**src/rtl/prefix_add_pipe.sv**
```systemverilog
`default_nettype none
// ============================================================================
// Module   : prefix_add_pipe
// Purpose  : Pipelined Brent-Kung parallel-prefix adder/subtractor for FPU
//            exponent and significand paths. Valid/ready handshake with
//            back-pressure, collapsing bubbles and synchronous flush.
// Ports    : clk, reset_n (sync, active low), flush
//            in_valid / in_ready, a, b, cin, sub [, sat]   - operand beat
//            out_valid / out_ready, sum, cout, ovf, zero   - result beat
// Params   : WIDTH  (4..64)  operand/sum width
//            STAGES (1..3)   register stages == latency in cycles
// Config   : PREFIX_ADD_SAT_EN - adds the sat input; saturates add overflow
//            to all-ones and subtract borrow to zero.
// Revision : 1.0 - initial release
// ============================================================================
module prefix_add_pipe #(
    parameter int WIDTH  = 13,
    parameter int STAGES = 2
) (
    input  logic             clk,
    input  logic             reset_n,
    input  logic             flush,
    input  logic             in_valid,
    output logic             in_ready,
    input  logic [WIDTH-1:0] a,
    input  logic [WIDTH-1:0] b,
    input  logic             cin,
    input  logic             sub,
`ifdef PREFIX_ADD_SAT_EN
    input  logic             sat,
`endif
    output logic             out_valid,
    input  logic             out_ready,
    output logic [WIDTH-1:0] sum,
    output logic             cout,
    output logic             ovf,
    output logic             zero
);

    // Prefix tree runs over WIDTH+1 nodes: node 0 is the carry-in (g[-1]),
    // node i+1 is operand bit i. The tree is padded to a power of two.
    localparam int c_N   = WIDTH + 1;
    localparam int c_LVL = $clog2(c_N);
    localparam int c_NP  = 1 << c_LVL;

    typedef struct packed {
`ifdef PREFIX_ADD_SAT_EN
        logic             sat;
        logic             sub;
`endif
        logic [WIDTH-1:0] pb;   // original propagate bits, kept for the sum
        logic [c_NP-1:0]  g;    // node generate
        logic [c_NP-1:0]  p;    // node propagate
    } stage_t;

    function automatic stage_t f_pre(input logic [WIDTH-1:0] fa,
                                     input logic [WIDTH-1:0] fb,
                                     input logic             fcin,
                                     input logic             fsub);
        stage_t           r;
        logic [WIDTH-1:0] bx;
        r          = '0;
        bx         = fsub ? ~fb : fb;
        r.pb       = fa ^ bx;
        r.g[0]     = fsub | fcin;
        r.g[WIDTH:1] = fa & bx;
        r.p[WIDTH:1] = fa ^ bx;
        return r;
    endfunction

    // Up-sweep: node i with (i+1) a multiple of 2^l absorbs the span below it.
    function automatic stage_t f_up(input stage_t x);
        stage_t r;
        r = x;
        for (int l = 1; l <= c_LVL; l++) begin
            for (int i = 0; i < c_NP; i++) begin
                if (((i + 1) % (1 << l)) == 0) begin
                    r.g[i] = r.g[i] | (r.p[i] & r.g[i - (1 << (l - 1))]);
                    r.p[i] = r.p[i] & r.p[i - (1 << (l - 1))];
                end
            end
        end
        return r;
    endfunction

    // Down-sweep: fill the remaining nodes from the completed prefix below
    // them. Only group-generate is needed afterwards, so p is not updated.
    function automatic logic [WIDTH:0] f_dn(input stage_t x);
        logic [c_NP-1:0] g;
        g = x.g;
        for (int l = c_LVL - 1; l >= 1; l--) begin
            for (int i = 0; i < c_NP; i++) begin
                if ((((i + 1) % (1 << l)) == (1 << (l - 1))) && ((i + 1) > (1 << l))) begin
                    g[i] = g[i] | (x.p[i] & g[i - (1 << (l - 1))]);
                end
            end
        end
        return g[WIDTH:0];
    endfunction

    logic [STAGES-1:0] r_v;
    logic [STAGES-1:0] w_ld;
    logic [STAGES-1:0] w_vin;
    logic [WIDTH-1:0]  r_sum;
    logic              r_cout;
    logic              r_ovf;
    logic              r_zero;

    stage_t            w_pre;
    stage_t            w_up_in;
    stage_t            w_up;
    stage_t            w_dn_in;
    logic [WIDTH:0]    w_carry;
    logic [WIDTH-1:0]  w_sum;
    logic              w_cout;
    logic              w_ovf;
    logic              w_zero;

    // Stage k loads when it is empty or everything downstream moves.
    always_comb begin
        logic acc;
        acc  = out_ready;
        w_ld = '0;
        for (int k = STAGES - 1; k >= 0; k--) begin
            acc     = acc | ~r_v[k];
            w_ld[k] = acc;
        end
    end

    always_comb begin
        w_vin    = '0;
        w_vin[0] = in_valid;
        for (int k = 1; k < STAGES; k++) begin
            w_vin[k] = r_v[k-1];
        end
    end

    assign in_ready = w_ld[0] & ~flush;

    always_comb begin
        w_pre = f_pre(a, b, cin, sub);
`ifdef PREFIX_ADD_SAT_EN
        w_pre.sat = sat;
        w_pre.sub = sub;
`endif
    end

    generate
        if (STAGES == 3) begin : g_pre_cut
            stage_t r_pre;
            always_ff @(posedge clk) begin
                if (w_ld[0] & w_vin[0]) begin
                    r_pre <= w_pre;
                end
            end
            assign w_up_in = r_pre;
        end else begin : g_pre_comb
            assign w_up_in = w_pre;
        end
    endgenerate

    assign w_up = f_up(w_up_in);

    generate
        if (STAGES >= 2) begin : g_up_cut
            stage_t r_up;
            always_ff @(posedge clk) begin
                if (w_ld[STAGES-2] & w_vin[STAGES-2]) begin
                    r_up <= w_up;
                end
            end
            assign w_dn_in = r_up;
        end else begin : g_up_comb
            assign w_dn_in = w_up;
        end
    endgenerate

    always_comb begin
        w_carry = f_dn(w_dn_in);
        w_sum   = w_dn_in.pb ^ w_carry[WIDTH-1:0];
        w_cout  = w_carry[WIDTH];
        w_ovf   = w_carry[WIDTH] ^ w_carry[WIDTH-1];
`ifdef PREFIX_ADD_SAT_EN
        if (w_dn_in.sat) begin
            if (!w_dn_in.sub && w_cout) begin
                w_sum = '1;
            end else if (w_dn_in.sub && !w_cout) begin
                w_sum = '0;
            end
        end
`endif
        w_zero  = ~|w_sum;
    end

    always_ff @(posedge clk) begin
        if (!reset_n) begin
            r_v <= '0;
        end else if (flush) begin
            r_v <= '0;
        end else begin
            for (int k = 0; k < STAGES; k++) begin
                if (w_ld[k]) begin
                    r_v[k] <= w_vin[k];
                end
            end
        end
    end

    // Result registers only take valid beats, so they hold while stalled.
    always_ff @(posedge clk) begin
        if (!reset_n) begin
            r_sum  <= '0;
            r_cout <= 1'b0;
            r_ovf  <= 1'b0;
            r_zero <= 1'b0;
        end else if (w_ld[STAGES-1] & w_vin[STAGES-1]) begin
            r_sum  <= w_sum;
            r_cout <= w_cout;
            r_ovf  <= w_ovf;
            r_zero <= w_zero;
        end
    end

    assign out_valid = r_v[STAGES-1];
    assign sum       = r_sum;
    assign cout      = r_cout;
    assign ovf       = r_ovf;
    assign zero      = r_zero;

endmodule
`default_nettype wire

```
**config.mk**
```make
export PLATFORM = sky130hd
export DESIGN_NAME = prefix_add_pipe
export DESIGN_NICKNAME = d
export VERILOG_FILES = /design/src/rtl/prefix_add_pipe.sv
export SDC_FILE = /design/constraint.sdc
export NUM_CORES = 1
export LEC_CHECK = 0
export ABC_CLOCK_PERIOD_IN_PS = 3100
export BUFFER_PORTS_ARGS = -buffer_cell sky130_fd_sc_hd__buf_2
export CAP_MARGIN = 0
export CORE_MARGIN = 3
export CORE_UTILIZATION = 48
export CTS_BUF_LIST = sky130_fd_sc_hd__clkbuf_16
export DETAILED_ROUTE_END_ITERATION = 8
export GPL_TIMING_DRIVEN = 1
export HOLD_SLACK_MARGIN = 0.12
export PLACE_DENSITY = 0.75
export SLEW_MARGIN = 20
export SYNTH_ARGS = -nofsm -noshare
export SYNTH_HDL_FRONTEND = slang
export SYNTH_SLANG_ARGS = --single-unit
```
**constraint.sdc**
```tcl
create_clock -name clk -period 3.1 [get_ports clk]
set_clock_uncertainty 0.15 [all_clocks]
set_input_delay 0 -clock clk [delete_from_list [all_inputs] [get_ports clk]]
set_output_delay 0 -clock clk [all_outputs]
set_load 0.01 [all_outputs]
```
==> results of run 1 <==
[routing by layer]
layer	GRT usage (%)	part of all wire, %	vias to the layer above
met2	31.0	49	46
met1	21.7	44	775
met4	5.93	1.3	0
met5	0	0	-
li1	-	-	868
met3	5.21	5.4	6
[state kept, by name (all words and copies together), names as in the netlist]
register,count
cout,1
ovf,1
g_up_cut.r_up,31
zero,1
r_v,2
sum,13
[through the flow]
stage	setup slack (ps)	cells	utilization (%)
after detailed placement	1150	284	57.9
after global placement	1200	284	57.9
after CTS	963	332	69.9
after floorplan	496	186	-
final	930	332	69.9
after global routing	813	332	69.9
[where the power goes]
group | leakage [nW] | internal, mW | total [mW] | switching, mW
sequential | 0.457 | 0.759 | 0.781 | 0.0219
combinational | 0.859 | 0.161 | 0.295 | 0.135
clock | 0.0762 | 0.291 | 0.508 | 0.217
total | 1.39 | 1.21 | 1.58 | 0.373
[layout by cell type, fill, tap and decap left out, drive strengths merged, types with 3 or more instances in the layout]
cell | Yosys | routed
nor3 | 13 | 13
xor2 | 13 | 13
a21o | 10 | 10
o21a | 12 | 12
and2 | 10 | 10
a21boi | 8 | 8
a21oi | 4 | 4
dfxtp | 18 | 18
nand2 | 16 | 16
dlygate4sd3 | 0 | 40
edfxtp | 31 | 31
ha | 19 | 19
clkbuf | 1 | 5
buf | 4 | 51
nor2 | 6 | 6
nand2b | 3 | 3
[path summary, 6_finish.rpt]
path / startpoint / to / slack, ps / cells past startpoint
setup / recovery: r_v[1] / r_v[0] / 930 / 5
hold / removal: b[12] / g_up_cut.r_up[29] / 130 / 4
setup reg to reg: r_v[1] / r_v[0] / 930 / 5
hold reg to reg: sum[1] / sum[1] / 310 / 2
[area by class of cell]
| class | count | area (sq um) | area share, % |
|---|---|---|---|
| Clock buffer | 5 | 125 | 4.00 |
| Clock inverter | 3 | 12.5 | 0.400 |
| Multi-Input combinational cell | 132 | 977 | 31.2 |
| Sequential cell | 49 | 1290 | 41.3 |
| Tap cell | 52 | 65.1 | 2.08 |
| Timing Repair Buffer | 91 | 658 | 21.0 |
[synthesized netlist by cell type, types with 2 or more instances]
| master | number | share of area, % |
|---|---|---|
| a21oi_1 | 4 | 0.87 |
| nand2_1 | 15 | 2.5 |
| buf_2 | 4 | 0.87 |
| and2_0 | 2 | 0.55 |
| nand2b_1 | 3 | 0.82 |
| dfxtp_1 | 18 | 16 |
| xor2_1 | 13 | 5.0 |
| and2_1 | 8 | 2.2 |
| nor2_1 | 6 | 0.98 |
| edfxtp_1 | 31 | 41 |
| nor3_1 | 13 | 2.8 |
| a21o_1 | 10 | 3.3 |
| o21a_1 | 12 | 3.9 |
| o211a_1 | 2 | 0.87 |
| a21boi_0 | 7 | 2.3 |
| xnor2_1 | 2 | 0.77 |
| o22ai_1 | 2 | 0.55 |
| ha_1 | 19 | 10 |
[kinds of logic (layout without fill, tap and decap cells)]
family | Yosys count | count (layout) | synth area share (%)
flip-flops | 49 | 49 | 56.4
AO/OA/AOI/OAI | 44 | 44 | 14.4
XOR/XNOR | 15 | 15 | 5.74
AND/OR/NAND/NOR | 54 | 54 | 12.0
buffers and inverters | 5 | 99 | 1.04
adder cells (fa/ha/maj) | 19 | 19 | 10.4
[critical path, delay by kind of cell, from the launching register on]
family / cells / cell delay (ps)
buffers and inverters: 2 / 1130
AND/OR/NAND/NOR: 2 / 380
flip-flops: 1 / 340
AO/OA/AOI/OAI: 1 / 120
==> results.sh, run 1 <==
export IMPL_power_total_mw=1.58
export IMPL_drv_cap=0
export IMPL_track_usage_pct=18.0
export IMPL_cts_hold_buffers=40
export IMPL_num_io_pins=51
export IMPL_status="complete, no violations"
export IMPL_post_cts_buffers=0
export IMPL_first_pass_iters=4
export IMPL_cts_buffer_depth=2
export IMPL_hold_class="in -> reg"
export IMPL_post_drt_wl_per_cell_microns=13.6
export IMPL_dieArea_sq_um=5630
export IMPL_ys_async_sr_fraction_pct=0
export IMPL_grt_start_max_net_pins=32
export IMPL_ir_worst_vdd_v=0.000318
export IMPL_cp_cell_sequence="nor2b_1, a21oi_1, dlygate4sd3_1, nor2_1, dlygate4sd3_1"
export IMPL_setup_viol=0
export IMPL_fin_tns_setup_ps=0
export IMPL_num_vias=1695
export IMPL_final_nets=331
export IMPL_worstSkewPairLatency_ps=290
export IMPL_cpMostUsedCell="dlygate4sd3_1"
export IMPL_fin_hold_ws_ps=128
export IMPL_grt_pass1_vias=1710
export IMPL_die_w_microns=75.0
export IMPL_antenna_found_initial=0
export IMPL_die_height_microns=75.0
export IMPL_rows=24
export IMPL_crit_path_start_kind="flop"
export IMPL_drtAntennaViolNets=0
export IMPL_overflow=0
export IMPL_vias_per_cell=5.11
export IMPL_placed_cell_area_sq_um=2590
export IMPL_portBuffers=50
export IMPL_cts_resized=0
export IMPL_critPathCaptureType="flop"
export IMPL_arrival_ps=2250
export IMPL_min_period_ps=2170
export IMPL_synth_cell_type_count=33
export IMPL_slew_headroom_pct=72.5
export IMPL_synth_flop_cell="edfxtp_1"
export IMPL_cts_root_buf="clkbuf_16"
export IMPL_yosysWarnings=0
export IMPL_p_per_area_nw_per_um2=506
export IMPL_synth_edff_count=31
export IMPL_ys_ff_latch=49
export IMPL_cts_tree="done"
export IMPL_worstMarginPinSlew_ps=412
export IMPL_drive_gt1_share_pct=22.5
export IMPL_crit_type="reg -> reg"
export IMPL_drt_iter0_drc=61
export IMPL_cp_max_fo=4
export IMPL_crit_slowest_cell="dlygate4sd3_1"
export IMPL_ys_seq_area_share_pct=56.4
export IMPL_slowest_delay_ps=570
export IMPL_avgSynthCellArea_sq_um=12.3
export IMPL_syn_num_nets=238
export IMPL_fin_crit_sh_pct=70.0
export IMPL_gp_congestion=0.838
export IMPL_final_max_slew_viol_count=0
export IMPL_synth_area_sq_um=2290
export IMPL_totalWireLength_microns=4530
export IMPL_dp_hpwl_microns=3040
export IMPL_coreArea_sq_um=4470
export IMPL_nFillCells=319
export IMPL_drc=0
export IMPL_cellLeakagePower_nw=1.39
export IMPL_clk_pin_slew_ps=60
export IMPL_htreeDepth=2
export IMPL_crit_required_ps=3180
export IMPL_hold_viol=0
export IMPL_start_util_pct=51.1
export IMPL_diodes=0
export IMPL_synth_cells=186
export IMPL_cts_sink_count=49
export IMPL_cts_buffers=5
export IMPL_synthToLayoutAreaGrowth_pct=36.7
export IMPL_fin_area_sq_um=3130
export IMPL_grt_pass1_wl_microns=7490
export IMPL_max_freq_mhz=461
export IMPL_rsz0062_at_grt="false"
(Power assumes the default switching activity.)
==> inputs of run 2 (changes only) <==
--- a/config.mk
+++ b/config.mk
@@ -5,11 +5,12 @@
 export SDC_FILE = /design/constraint.sdc
 export NUM_CORES = 1
 export LEC_CHECK = 0
-export ABC_CLOCK_PERIOD_IN_PS = 3100
+export ABC_AREA = 1
+export ABC_CLOCK_PERIOD_IN_PS = 2100
 export BUFFER_PORTS_ARGS = -buffer_cell sky130_fd_sc_hd__buf_2
 export CAP_MARGIN = 0
 export CORE_MARGIN = 3
-export CORE_UTILIZATION = 48
+export CORE_UTILIZATION = 50
 export CTS_BUF_LIST = sky130_fd_sc_hd__clkbuf_16
 export DETAILED_ROUTE_END_ITERATION = 8
 export GPL_TIMING_DRIVEN = 1
==> constraint.sdc (replaced) <==
create_clock -name clk -period 2.1 [get_ports clk]
set_clock_uncertainty 0.15 [all_clocks]
set_input_delay 0 -clock clk [delete_from_list [all_inputs] [get_ports clk]]
set_output_delay 0 -clock clk [all_outputs]
set_load 0.01 [all_outputs]
==> results.sh, run 2 <==
export IMPL_status="complete, no violations"
export IMPL_coreArea_sq_um=4200
export IMPL_cts_buffers=5
export IMPL_drc=0
export IMPL_fin_hold_ws_ps=140
export IMPL_p_int_mw=1.77
export IMPL_ys_async_sr_fraction_pct=0
export IMPL_synthTopCellsByCount="edfxtp_1 (31), nand2_1 (29), nor2_1 (27)"
export IMPL_p_per_area_nw_per_um2=743
export IMPL_regToRegStartpoint="r_v[1]"
export IMPL_power_switching_mw=0.562
export IMPL_grt_start_max_net_pins=32
export IMPL_largest_reg_flops=31
export IMPL_avgSynthCellArea_sq_um=10.7
export IMPL_setup_viol=0
export IMPL_dieArea_sq_um=5420
export IMPL_max_freq_mhz=495
export IMPL_start_util_pct=54.4
export IMPL_cp_max_fo=3
export IMPL_synth_cells=213
export IMPL_critPathCaptureType="flop"
export IMPL_startpoint="out_ready"
export IMPL_final_common_cell="buf_2"
export IMPL_synth_cell_type_count=24
export IMPL_ys_ff_latch=49
export IMPL_num_vias=1776
export IMPL_cts_sink_count=49
export IMPL_diodes=0
export IMPL_clk_pin_slew_ps=60
export IMPL_arrival_ps=2040
export IMPL_vias_per_cell=4.95
export IMPL_drtAntennaViolNets=0
export IMPL_ir_worst_vdd_v=0.000518
export IMPL_reg2reg_slack_ps=100
export IMPL_antenna_found_initial=0
export IMPL_track_usage_pct=18.5
export IMPL_pwr_share_clk_pct=32.0
export IMPL_syn_num_nets=265
export IMPL_final_max_slew_viol_count=0
export IMPL_r2r_cells=5
export IMPL_nFillCells=297
export IMPL_rows=23
export IMPL_worstSkewPairLatency_ps=280
export IMPL_totalWireLength_microns=4630
export IMPL_die_height_microns=73.6
export IMPL_htreeDepth=2
export IMPL_portBuffers=50
export IMPL_worstMarginPinSlew_ps=389
export IMPL_p_seq_share_pct=49.5
export IMPL_grt_pass1_vias=1733
export IMPL_fin_crit_sh_pct=96.3
export IMPL_cellLeakagePower_nw=1.49
export IMPL_regMostFlops="g_up_cut.r_up"
export IMPL_combPwrFrac_pct=18.6
export IMPL_first_pass_iters=4
export IMPL_crit_type="in -> reg"
export IMPL_die_w_microns=73.6
export IMPL_yosysWarnings=0
export IMPL_drv_cap=0
export IMPL_place_inst=309
export IMPL_most_common_layout_cells="buf_2 (49), dlygate4sd3_1 (41), edfxtp_1 (31)"
export IMPL_synth_area_top_cells="edfxtp_1 (41%), dfxtp_1 (16%), ha_1 (10%)"
export IMPL_overflow=0
export IMPL_cts_root_buf="clkbuf_16"
export IMPL_dp_hpwl_microns=2980
export IMPL_grt_pass1_wl_microns=7590
export IMPL_timing_rr_end="r_v[0]"
export IMPL_num_io_pins=51
export IMPL_min_period_ps=2020
export IMPL_ys_seq_area_share_pct=56.5
export IMPL_cts_tree="done"
export IMPL_synth_area_sq_um=2290
export IMPL_cts_buffer_depth=2
export IMPL_slew_headroom_pct=74.1
export IMPL_drive_gt1_share_pct=23.3
export IMPL_instances_no_fill=359
export IMPL_hold_class="in -> reg"
export IMPL_crit_path_end="r_v[0]"
export IMPL_synth_most_common_cell="edfxtp_1"
export IMPL_synthToLayoutAreaGrowth_pct=37.4
export IMPL_crit_path_start_kind="input pin"
export IMPL_synth_edff_count=31
export IMPL_final_core_util_pct=74.8
export IMPL_post_drt_wl_per_cell_microns=12.9
export IMPL_drt_iter0_drc=99
export IMPL_final_nets=360
export IMPL_fin_area_sq_um=3140
export IMPL_hold_viol=0
export IMPL_synth_area_leader_cell="edfxtp_1"
export IMPL_gp_congestion=0.772
export IMPL_holdPathStages=4
export IMPL_synth_flop_cell="edfxtp_1"
export IMPL_placed_cell_area_sq_um=2570
export IMPL_sw_frac_of_total_pct=24.1
export IMPL_crit_required_ps=2120
export IMPL_synth_top_cell_area_share_pct=40.7
==> run 2: changes by cell type after synthesis, moves of 8 or more <==
| cell | delta |
|---|---|
| inv_1 | +15 |
| nor3_1 | -13 |
| nand2_1 | +14 |
| and2_1 | -8 |
| o21a_1 | -12 |
| nor2_1 | +21 |
| o21ai_0 | +14 |
==> run 2: critical path: stages <==
cell           delay, ps
dlygate4sd3_1        530
buf_2                120
inv_2                 60
nand3_2               90
nand2_2               80
dlygate4sd3_1        550
a21oi_1               60
dlygate4sd3_1        550
==> run 2: stage by stage <==
step	TNS, ps	total power [mW]	setup WS (ps)
final	0	2.34	78.0
after global routing	-12.0	2.45	-12.0
after CTS	0	2.35	34.6
after detailed placement	0	1.52	330
after global placement	0	1.51	390
after floorplan	0	1.40	410
==> run 2: cells by family (layout without fill, tap and decap cells) <==
| family | Yosys count | after routing | share of synthesized area (%) |
|---|---|---|---|
| buf+inv | 21 | 117 | 4.05 |
| fa+ha+maj | 19 | 19 | 10.4 |
| simple gates | 70 | 70 | 13.5 |
| xor+xnor | 15 | 15 | 5.75 |
| compound gates | 39 | 39 | 9.80 |
| flops | 49 | 49 | 56.5 |
==> run 2: worst min-delay path by stage <==
| stage | startpoint | end | slack (ps) |
|---|---|---|---|
| after floorplan | flush | in_ready | -20 |
| after global placement | flush | r_v[0] | 130 |
| after detailed placement | flush | r_v[1] | 120 |
| after CTS | b[10] | g_up_cut.r_up[27] | 140 |
| after global routing | b[6] | g_up_cut.r_up[23] | 190 |
| final | b[12] | g_up_cut.r_up[29] | 140 |
==> run 2: power groups by stage <==
stage / Clock, mW / Sequential (mW) / Combinational [mW]
after detailed placement: 0 / 1.18 / 0.343
after CTS: 0.766 / 1.15 / 0.428
after global routing: 0.798 / 1.16 / 0.493
after global placement: 0 / 1.17 / 0.333
final: 0.747 / 1.15 / 0.433
after floorplan: 0 / 1.17 / 0.227
==> run 2: area by class of cell <==
| type | count | area [sq um] | area share [%] |
|---|---|---|---|
| Multi-Input combinational cell | 143 | 910 | 29.0 |
| Clock buffer | 5 | 125 | 3.98 |
| Timing Repair Buffer | 93 | 678 | 21.6 |
| Inverter | 16 | 60.1 | 1.91 |
| Tap cell | 50 | 62.6 | 1.99 |
| Sequential cell | 49 | 1290 | 41.1 |
| Clock inverter | 3 | 13.8 | 0.438 |
==> run 2: what timing repair did <==
action                                  CTS  global route
gates resized for setup                   0             6
endpoints found under the hold margin    49             0
buffers inserted                          0             1
hold buffers                             41             0
endpoints found under the setup margin    0             2
==> run 2: routing by layer <==
metal,part of all wire [%],vias up,track usage [%]
met5,0,-,0
met2,50,54,33.2
met4,1.7,0,6.64
li1,-,918,-
met3,5.1,9,3.69
met1,43,795,21.8
